**config.mk**
```make
export PLATFORM = sky130hd
export DESIGN_NAME = ps2_host_tx
export DESIGN_NICKNAME = d
export VERILOG_FILES = /design/src/rtl/ps2_host_tx_pkg.sv /design/src/rtl/ps2_host_tx_line_filter.sv /design/src/rtl/ps2_host_tx.sv
export SDC_FILE = /design/constraint.sdc
export NUM_CORES = 1
export LEC_CHECK = 0
export ABC_AREA = 1
export BUFFER_PORTS_ARGS = -buffer_cell sky130_fd_sc_hd__buf_2
export CAP_MARGIN = 10
export CORE_MARGIN = 2
export CORE_UTILIZATION = 49
export CTS_CLUSTER_DIAMETER = 80
export DETAILED_ROUTE_END_ITERATION = 8
export PLACE_DENSITY_LB_ADDON = 0.1
export SETUP_SLACK_MARGIN = 0.3
export SYNTH_ARGS = -nofsm -noshare
export SYNTH_HDL_FRONTEND = slang
export SYNTH_SLANG_ARGS = --single-unit
```
**constraint.sdc**
```tcl
create_clock -name i_clk -period 2.53 [get_ports i_clk]
set_input_delay 0.1265 -clock i_clk [delete_from_list [all_inputs] [get_ports i_clk]]
set_output_delay 0.1265 -clock i_clk [all_outputs]
set_load 0.01 [all_outputs]
```
**src/rtl/ps2_host_tx_pkg.sv**
```systemverilog
// Shared definitions for the PS/2 host transmitter: FSM states, command and
// response byte constants, and the frame parity helper.
package ps2_host_tx_pkg;

    typedef enum logic [2:0] {
        ST_IDLE      = 3'd0,
        ST_INHIBIT   = 3'd1,
        ST_REQ       = 3'd2,
        ST_SEND      = 3'd3,
        ST_ACK_CHK   = 3'd4,
        ST_WAIT_IDLE = 3'd5
    } state_t;

    localparam logic [7:0] PS2_CMD_SET_LED = 8'hED;
    localparam logic [7:0] PS2_CMD_ENABLE  = 8'hF4;
    localparam logic [7:0] PS2_CMD_RESET   = 8'hFF;
    localparam logic [7:0] PS2_RSP_ACK     = 8'hFA;
    localparam logic [7:0] PS2_RSP_RESEND  = 8'hFE;

    // PS/2 uses odd parity over the eight data bits.
    function automatic logic oddParity(input logic [7:0] data);
        return ~^data;
    endfunction

endpackage

```
**src/rtl/ps2_host_tx_line_filter.sv**
```systemverilog
// Two-flop synchronizer plus 8-sample history for one PS/2 pad; pulses shorter
// than four clk cycles never form an edge pattern.
module ps2_host_tx_line_filter (
    input  logic i_clk,
    input  logic i_rst,
    input  logic i_pad,
    output logic o_level,
    output logic o_fall_edge,
    output logic o_rise_edge,
    output logic o_is_high
);

    logic [1:0] r_sync;
    logic [7:0] r_history;

    // The idle bus is pulled up, so reset fills the pipeline with ones.
    always_ff @(posedge i_clk) begin
        if (i_rst) begin
            r_sync    <= 2'b11;
            r_history <= 8'hFF;
        end else begin
            r_sync    <= {r_sync[0], i_pad};
            r_history <= {r_history[6:0], r_sync[1]};
        end
    end

    assign o_level     = r_sync[1];
    assign o_fall_edge = (r_history == 8'b1111_0000);
    assign o_rise_edge = (r_history == 8'b0000_1111);
    assign o_is_high   = &r_history;

endmodule

```
**src/rtl/ps2_host_tx.sv**
```systemverilog
// PS/2 host-to-device transmitter: inhibits the bus, requests to send, then shifts
// one command byte out on device-generated clock edges and checks the ACK bit.
module ps2_host_tx
    import ps2_host_tx_pkg::*;
#(
    parameter int INHIBIT_CYCLES = 5500,
    parameter int REQ_CYCLES     = 16,
    parameter int TIMEOUT_CYCLES = 1000000
) (
    input  logic       i_clk,
    input  logic       i_rst,
    input  logic       i_tx_valid,
    input  logic [7:0] i_tx_data,
    output logic       o_tx_ready,
    output logic       o_tx_done,
    output logic       o_tx_error,
    output logic       o_rx_inhibit,
    input  logic       i_key_clk_in,
    input  logic       i_key_data_in,
    output logic       o_key_clk_oe,
    output logic       o_key_data_oe
);

    localparam logic [12:0] INHIBIT_LAST  = 13'(INHIBIT_CYCLES - 1);
    localparam logic [12:0] REQ_LAST      = 13'(REQ_CYCLES - 1);
    localparam logic [19:0] TIMEOUT_LIMIT = 20'(TIMEOUT_CYCLES);
    localparam logic [3:0]  ACK_IDX       = 4'd10;

    state_t      r_state;
    state_t      w_nextState;
    logic [12:0] r_phaseCnt;
    logic [19:0] r_timeoutCnt;
    logic [9:0]  r_frame;
    logic [3:0]  r_bitIdx;
    logic        r_dataOe;
    logic        r_nack;

    logic w_clkLevel, w_clkFall, w_clkRise, w_clkHigh;
    logic w_dataLevel, w_dataFall, w_dataRise, w_dataHigh;
    logic w_timeout;
    logic w_unused;

    ps2_host_tx_line_filter u_clkFilter (
        .i_clk      (i_clk),
        .i_rst      (i_rst),
        .i_pad      (i_key_clk_in),
        .o_level    (w_clkLevel),
        .o_fall_edge(w_clkFall),
        .o_rise_edge(w_clkRise),
        .o_is_high  (w_clkHigh)
    );

    ps2_host_tx_line_filter u_dataFilter (
        .i_clk      (i_clk),
        .i_rst      (i_rst),
        .i_pad      (i_key_data_in),
        .o_level    (w_dataLevel),
        .o_fall_edge(w_dataFall),
        .o_rise_edge(w_dataRise),
        .o_is_high  (w_dataHigh)
    );

    assign w_unused = ^{w_clkLevel, w_clkRise, w_dataFall, w_dataRise};

    assign w_timeout = (r_state inside {ST_SEND, ST_ACK_CHK, ST_WAIT_IDLE}) &&
                       (r_timeoutCnt == TIMEOUT_LIMIT);

    always_ff @(posedge i_clk) begin
        if (i_rst) begin
            r_state <= ST_IDLE;
        end else begin
            r_state <= w_nextState;
        end
    end

    // The timeout is checked before any edge so a stalled device always ends in an error.
    always_comb begin
        w_nextState = r_state;
        o_tx_done   = 1'b0;
        o_tx_error  = 1'b0;
        case (r_state)
            ST_IDLE: begin
                if (i_tx_valid) w_nextState = ST_INHIBIT;
            end
            ST_INHIBIT: begin
                if (r_phaseCnt == INHIBIT_LAST) w_nextState = ST_REQ;
            end
            ST_REQ: begin
                if (r_phaseCnt == REQ_LAST) w_nextState = ST_SEND;
            end
            ST_SEND: begin
                if (w_timeout) begin
                    o_tx_error  = 1'b1;
                    w_nextState = ST_IDLE;
                end else if (w_clkFall && r_bitIdx == ACK_IDX) begin
                    w_nextState = ST_ACK_CHK;
                end
            end
            ST_ACK_CHK: begin
                if (w_timeout) begin
                    o_tx_error  = 1'b1;
                    w_nextState = ST_IDLE;
                end else if (w_clkFall) begin
                    w_nextState = ST_WAIT_IDLE;
                end
            end
            ST_WAIT_IDLE: begin
                if (w_timeout) begin
                    o_tx_error  = 1'b1;
                    w_nextState = ST_IDLE;
                end else if (w_clkHigh && w_dataHigh) begin
                    o_tx_done   = ~r_nack;
                    o_tx_error  = r_nack;
                    w_nextState = ST_IDLE;
                end
            end
            default: w_nextState = ST_IDLE;
        endcase
    end

    // The start bit is already on the bus from REQ, so the first falling edge presents data bit 0.
    always_ff @(posedge i_clk) begin
        if (i_rst) begin
            r_phaseCnt   <= '0;
            r_timeoutCnt <= '0;
            r_frame      <= '0;
            r_bitIdx     <= '0;
            r_dataOe     <= 1'b0;
            r_nack       <= 1'b0;
        end else begin
            case (r_state)
                ST_IDLE: begin
                    if (i_tx_valid) begin
                        r_frame    <= {1'b1, oddParity(i_tx_data), i_tx_data};
                        r_phaseCnt <= '0;
                        r_nack     <= 1'b0;
                    end
                end
                ST_INHIBIT, ST_REQ: begin
                    if (w_nextState != r_state) begin
                        r_phaseCnt   <= '0;
                        r_timeoutCnt <= '0;
                        r_bitIdx     <= '0;
                        r_dataOe     <= 1'b1;
                    end else begin
                        r_phaseCnt <= r_phaseCnt + 13'd1;
                    end
                end
                ST_SEND: begin
                    if (r_timeoutCnt != TIMEOUT_LIMIT) r_timeoutCnt <= r_timeoutCnt + 20'd1;
                    if (w_clkFall && r_bitIdx != ACK_IDX) begin
                        r_dataOe <= ~r_frame[r_bitIdx];
                        r_bitIdx <= r_bitIdx + 4'd1;
                    end
                end
                ST_ACK_CHK: begin
                    if (r_timeoutCnt != TIMEOUT_LIMIT) r_timeoutCnt <= r_timeoutCnt + 20'd1;
                    if (w_clkFall) r_nack <= w_dataLevel;
                end
                ST_WAIT_IDLE: begin
                    if (r_timeoutCnt != TIMEOUT_LIMIT) r_timeoutCnt <= r_timeoutCnt + 20'd1;
                end
                default: ;
            endcase
        end
    end

    assign o_tx_ready    = (r_state == ST_IDLE);
    assign o_rx_inhibit  = (r_state != ST_IDLE);
    assign o_key_clk_oe  = (r_state == ST_INHIBIT) || (r_state == ST_REQ);
    assign o_key_data_oe = (r_state == ST_REQ) || ((r_state == ST_SEND) && r_dataOe);

endmodule

```
==> impl_metrics.yaml <==
status:
  status: "finished clean"
yosys:
  synth.top_cells.by_area: "sky130_fd_sc_hd__dfxtp_1 36%, sky130_fd_sc_hd__nand2_1 12%, sky130_fd_sc_hd__nand3_1 6.6%"
  synth.top_cell.area_share_pct: 36.1
  async_flop_share_pct: 0
  yosysTopAreaCell: "sky130_fd_sc_hd__dfxtp_1"
  largest_family_of_logic_cells_by_synthesized_area: "simple AND/OR/NAND/NOR gates"
  avg_inst_size_synth_um2: 6.85
  synth.most_common_cell: "sky130_fd_sc_hd__nand2_1"
  netlist_top_cells_count: "126 x sky130_fd_sc_hd__nand2_1, 72 x sky130_fd_sc_hd__dfxtp_1, 69 x sky130_fd_sc_hd__nor2_1"
  synth.yosys.warnings: 0
  synth-seq-cells: 72
  synthesis.area_um2: 3990
  synth_cells: 583
  synth_adder_area_share_pct: 1.57
  synth_xor_xnor_area_share_pct: 3.73
  mux_contribution_to_synthesized_area_pct: 0
  number_of_distinct_library_cell_variants_in_the_gate_level_netlist_after_synthesis: 41
  synth-compound-area-share_pct: 10.1
  synth_sequential_area_ratio_pct: 36.1
  synth_ff_type: "sky130_fd_sc_hd__dfxtp_1"
  synth-edff-count: 0
  synth_simple_gate_area_share_pct: 39.7
  mappedNetlistNets: 601
clock_network:
  worstSkewPairLatency_ns: 0.35
  clock_tree.htree_level_count: 3
  tritoncts_clock_tree: "yes"
  worst_setup_hold_path_clk_slew_ns: 0.08
  cts_buffers: 9
  clkSinkCount: 72
  ctsLongestPathBuffers: 2
  root_buffer: "sky130_fd_sc_hd__clkbuf_8"
final_layout:
  postLayoutCoreUtil_pct: 56.7
  antenna_cells: 0
  area_delta_synth_final_pct: 11.0
  stdcell_count: 714
  fraction_of_final_layout_cells_sized_beyond_drive_strength_1_pct: 18.8
  layout.nets: 625
grt:
  grt_max_degree: 36
  grt_pass1_wl_um: 15200
  first_global_vias: 3326
  globalRoute.totalOverflow: 0
  grt_antenna_before_repair: 0
  track_usage_pct: 21.4
floorplan:
  die_area_um2: 8880
  start_util_pct: 51.1
  die_y_um: 94.3
  number_of_top_level_pins: 19
  core_region_area_um2: 7810
  num_rows: 32
  die_w_um: 94.3
placement:
  io_buffers: 18
  placed_cells_incl_taps: 694
  gp_routability_congestion: 0.972
  place_ws_ns: 0.303
  place_hpwl_um: 6320
drt:
  remaining_drc_errors: 0
  routedWlPerCell_um: 12.2
  drt_first_iter_violations: 264
  via_per_inst: 5.18
  wirelength_um: 8730
  vias: 3699
  dr.pass1.iters: 5
  postRouteAntennaNets: 0
power_and_ir_drop:
  power.density_nw_per_um2: 558
  static-leakage-power_nw: 1.79
  irDropWorstVdd_mv: 0.369
worst_setup_path:
  end_kind: "output pin"
  critPathLaunchType: "flop"
  worst-r2r-cell-count: 11
  worstReg2RegStart: "r_timeoutCnt[1]"
  worstSetupPathType: "reg -> out"
  critical_path_depth: 9
  cp_cell_sequence: "inv_2, nand2_2, nor2_4, nor3_4, inv_4, nand2_2, inv_2, nor3_1, buf_2"
  cp_max_fo: 16
  critPathMaxStageDelay_ns: 0.38
  path_buf_inv: 4
  reg2reg_setup_slack_ns: 0.47
  worstPathArrival_ns: 1.97
  timing.rr.end: "r_timeoutCnt[16]"
  crit_slowest_cell: "sky130_fd_sc_hd__dfxtp_2"
  worst-endpoint-required_ns: 2.40
  critPathTopFamily: "simple AND/OR/NAND/NOR gates"
flow_run:
  timing.max_cap.violations: 0
timing:
  rsz_0062_raised_after_global_routing: "true"
  layout_worst_path_cycle_share_pct: 82.9
  worst_slack_ns: 0.433
  timing.final.max_slew_violations: 0
  fin_worst_skew_ns: 0.00628
  slew_headroom_pct: 71.4
  clock.fmax_mhz: 477
  hold_viol_final: 0
  final_period_minus_worst_setup_slack_ns: 2.10
  worst_hold_slack_ns: 0.0383
  tightest_slew_ns: 0.426
  tns_ns: 0
  finalSetupViolCount: 0
min_path:
  min_to: "r_frame[3]"
  worstHoldStart: "i_tx_data[3]"
  timing.hold.worst_path_depth: 3
  hp-class: "in -> reg"
[cells in the final DEF, fill, tap and decap left out, drive strengths merged, types with 3 or more instances in the layout]
| cell | Yosys | final |
|---|---|---|
| nand2 | 132 | 132 |
| nor2 | 89 | 89 |
| dfxtp | 72 | 72 |
| inv | 63 | 65 |
| nand3 | 56 | 56 |
| a21oi | 42 | 42 |
| buf | 11 | 28 |
| o21ai | 22 | 22 |
| or2 | 19 | 19 |
| nor3 | 16 | 16 |
| nand4 | 13 | 13 |
| xor2 | 9 | 9 |
| clkbuf | 6 | 9 |
| xnor2 | 8 | 8 |
| nor4 | 6 | 6 |
| ha | 5 | 5 |
| o211ai | 3 | 3 |
| clkinvlp | 0 | 3 |
| clkinv | 1 | 3 |
[how the worst max path moves through the flow]
stage / start / end / slack [ns]
final: r_state[2] / o_tx_done / 0.43
after global routing: r_timeoutCnt[1] / r_timeoutCnt[16] / 0.27
after CTS: r_state[0] / o_tx_done / 0.30
after detailed placement: r_phaseCnt[0] / r_phaseCnt[11] / 0.30
after global placement: r_state[1] / r_timeoutCnt[13] / 0.31
after floorplan: r_bitIdx[0] / r_phaseCnt[9] / 0.54
[kinds of logic (layout without fill, tap and decap cells)]
kind of cell / Yosys count / count (layout)
AOI/OAI and AO/OA: 75 / 75
xor gates and xnor gates: 17 / 17
adders and majority gates: 5 / 5
buffers and inverters: 81 / 110
DFF: 72 / 72
and+or+nand+nor: 333 / 333
[sequential cells by signal, summed over array words and instances, names as in the netlist]
name and cells:
r_bitIdx 4, r_dataOe 1, r_frame 10, r_nack 1, r_phaseCnt 13, r_state 3
r_timeoutCnt 20, u_clkFilter.r_history 8, u_clkFilter.r_sync 2, u_dataFilter.r_history 8, u_dataFilter.r_sync 2
[layout make-up]
class	count	area, um^2
clock buffer	9	124
clock inverter	7	56.3
fill	785	3380
inverter	64	243
multi-input combinational	430	2230
sequential	72	1450
tap	102	128
timing repair buffer	30	201
[worst min-delay path, delay by kind of cell]
kind | cells | cell delay, ns
and+or+nand+nor | 1 | 0.06
buffers and inverters | 1 | 0.11
AOI/OAI and AO/OA | 1 | 0.05
[power by group]
group	leakage, nW	internal [mW]	total, mW	switching, mW
combinational	1.12	0.147	0.379	0.232
sequential	0.591	1.19	1.26	0.0627
clock	0.0838	0.365	0.837	0.472
total	1.79	1.71	2.47	0.766
[per-stage QoR]
stage / instance area [um^2] / power [mW]
floorplan: 3990 / 1.57
global placement: 4170 / 1.64
detailed placement: 4170 / 1.65
CTS: 4390 / 2.50
global route: 4430 / 2.62
finish: 4430 / 2.47
[timing repair]
action                                  in CTS  in global routing
endpoints found under the setup margin      11                 33
hold buffers                                 2                  0
hold endpoints to repair                     2                  0
pin swaps                                    1                  2
gates resized for setup                      2                 11
setup buffers                                1                  1
[per-layer routing]
metal | wire [um] | up-vias | track usage [%]
met5 | 0 | - | 0
met3 | 330 | 11 | 3.61
met2 | 4070 | 75 | 34.2
met1 | 4180 | 1674 | 28.6
met4 | 146 | 0 | 8.21
li1 | - | 1939 | -
(Power assumes the default switching activity.)
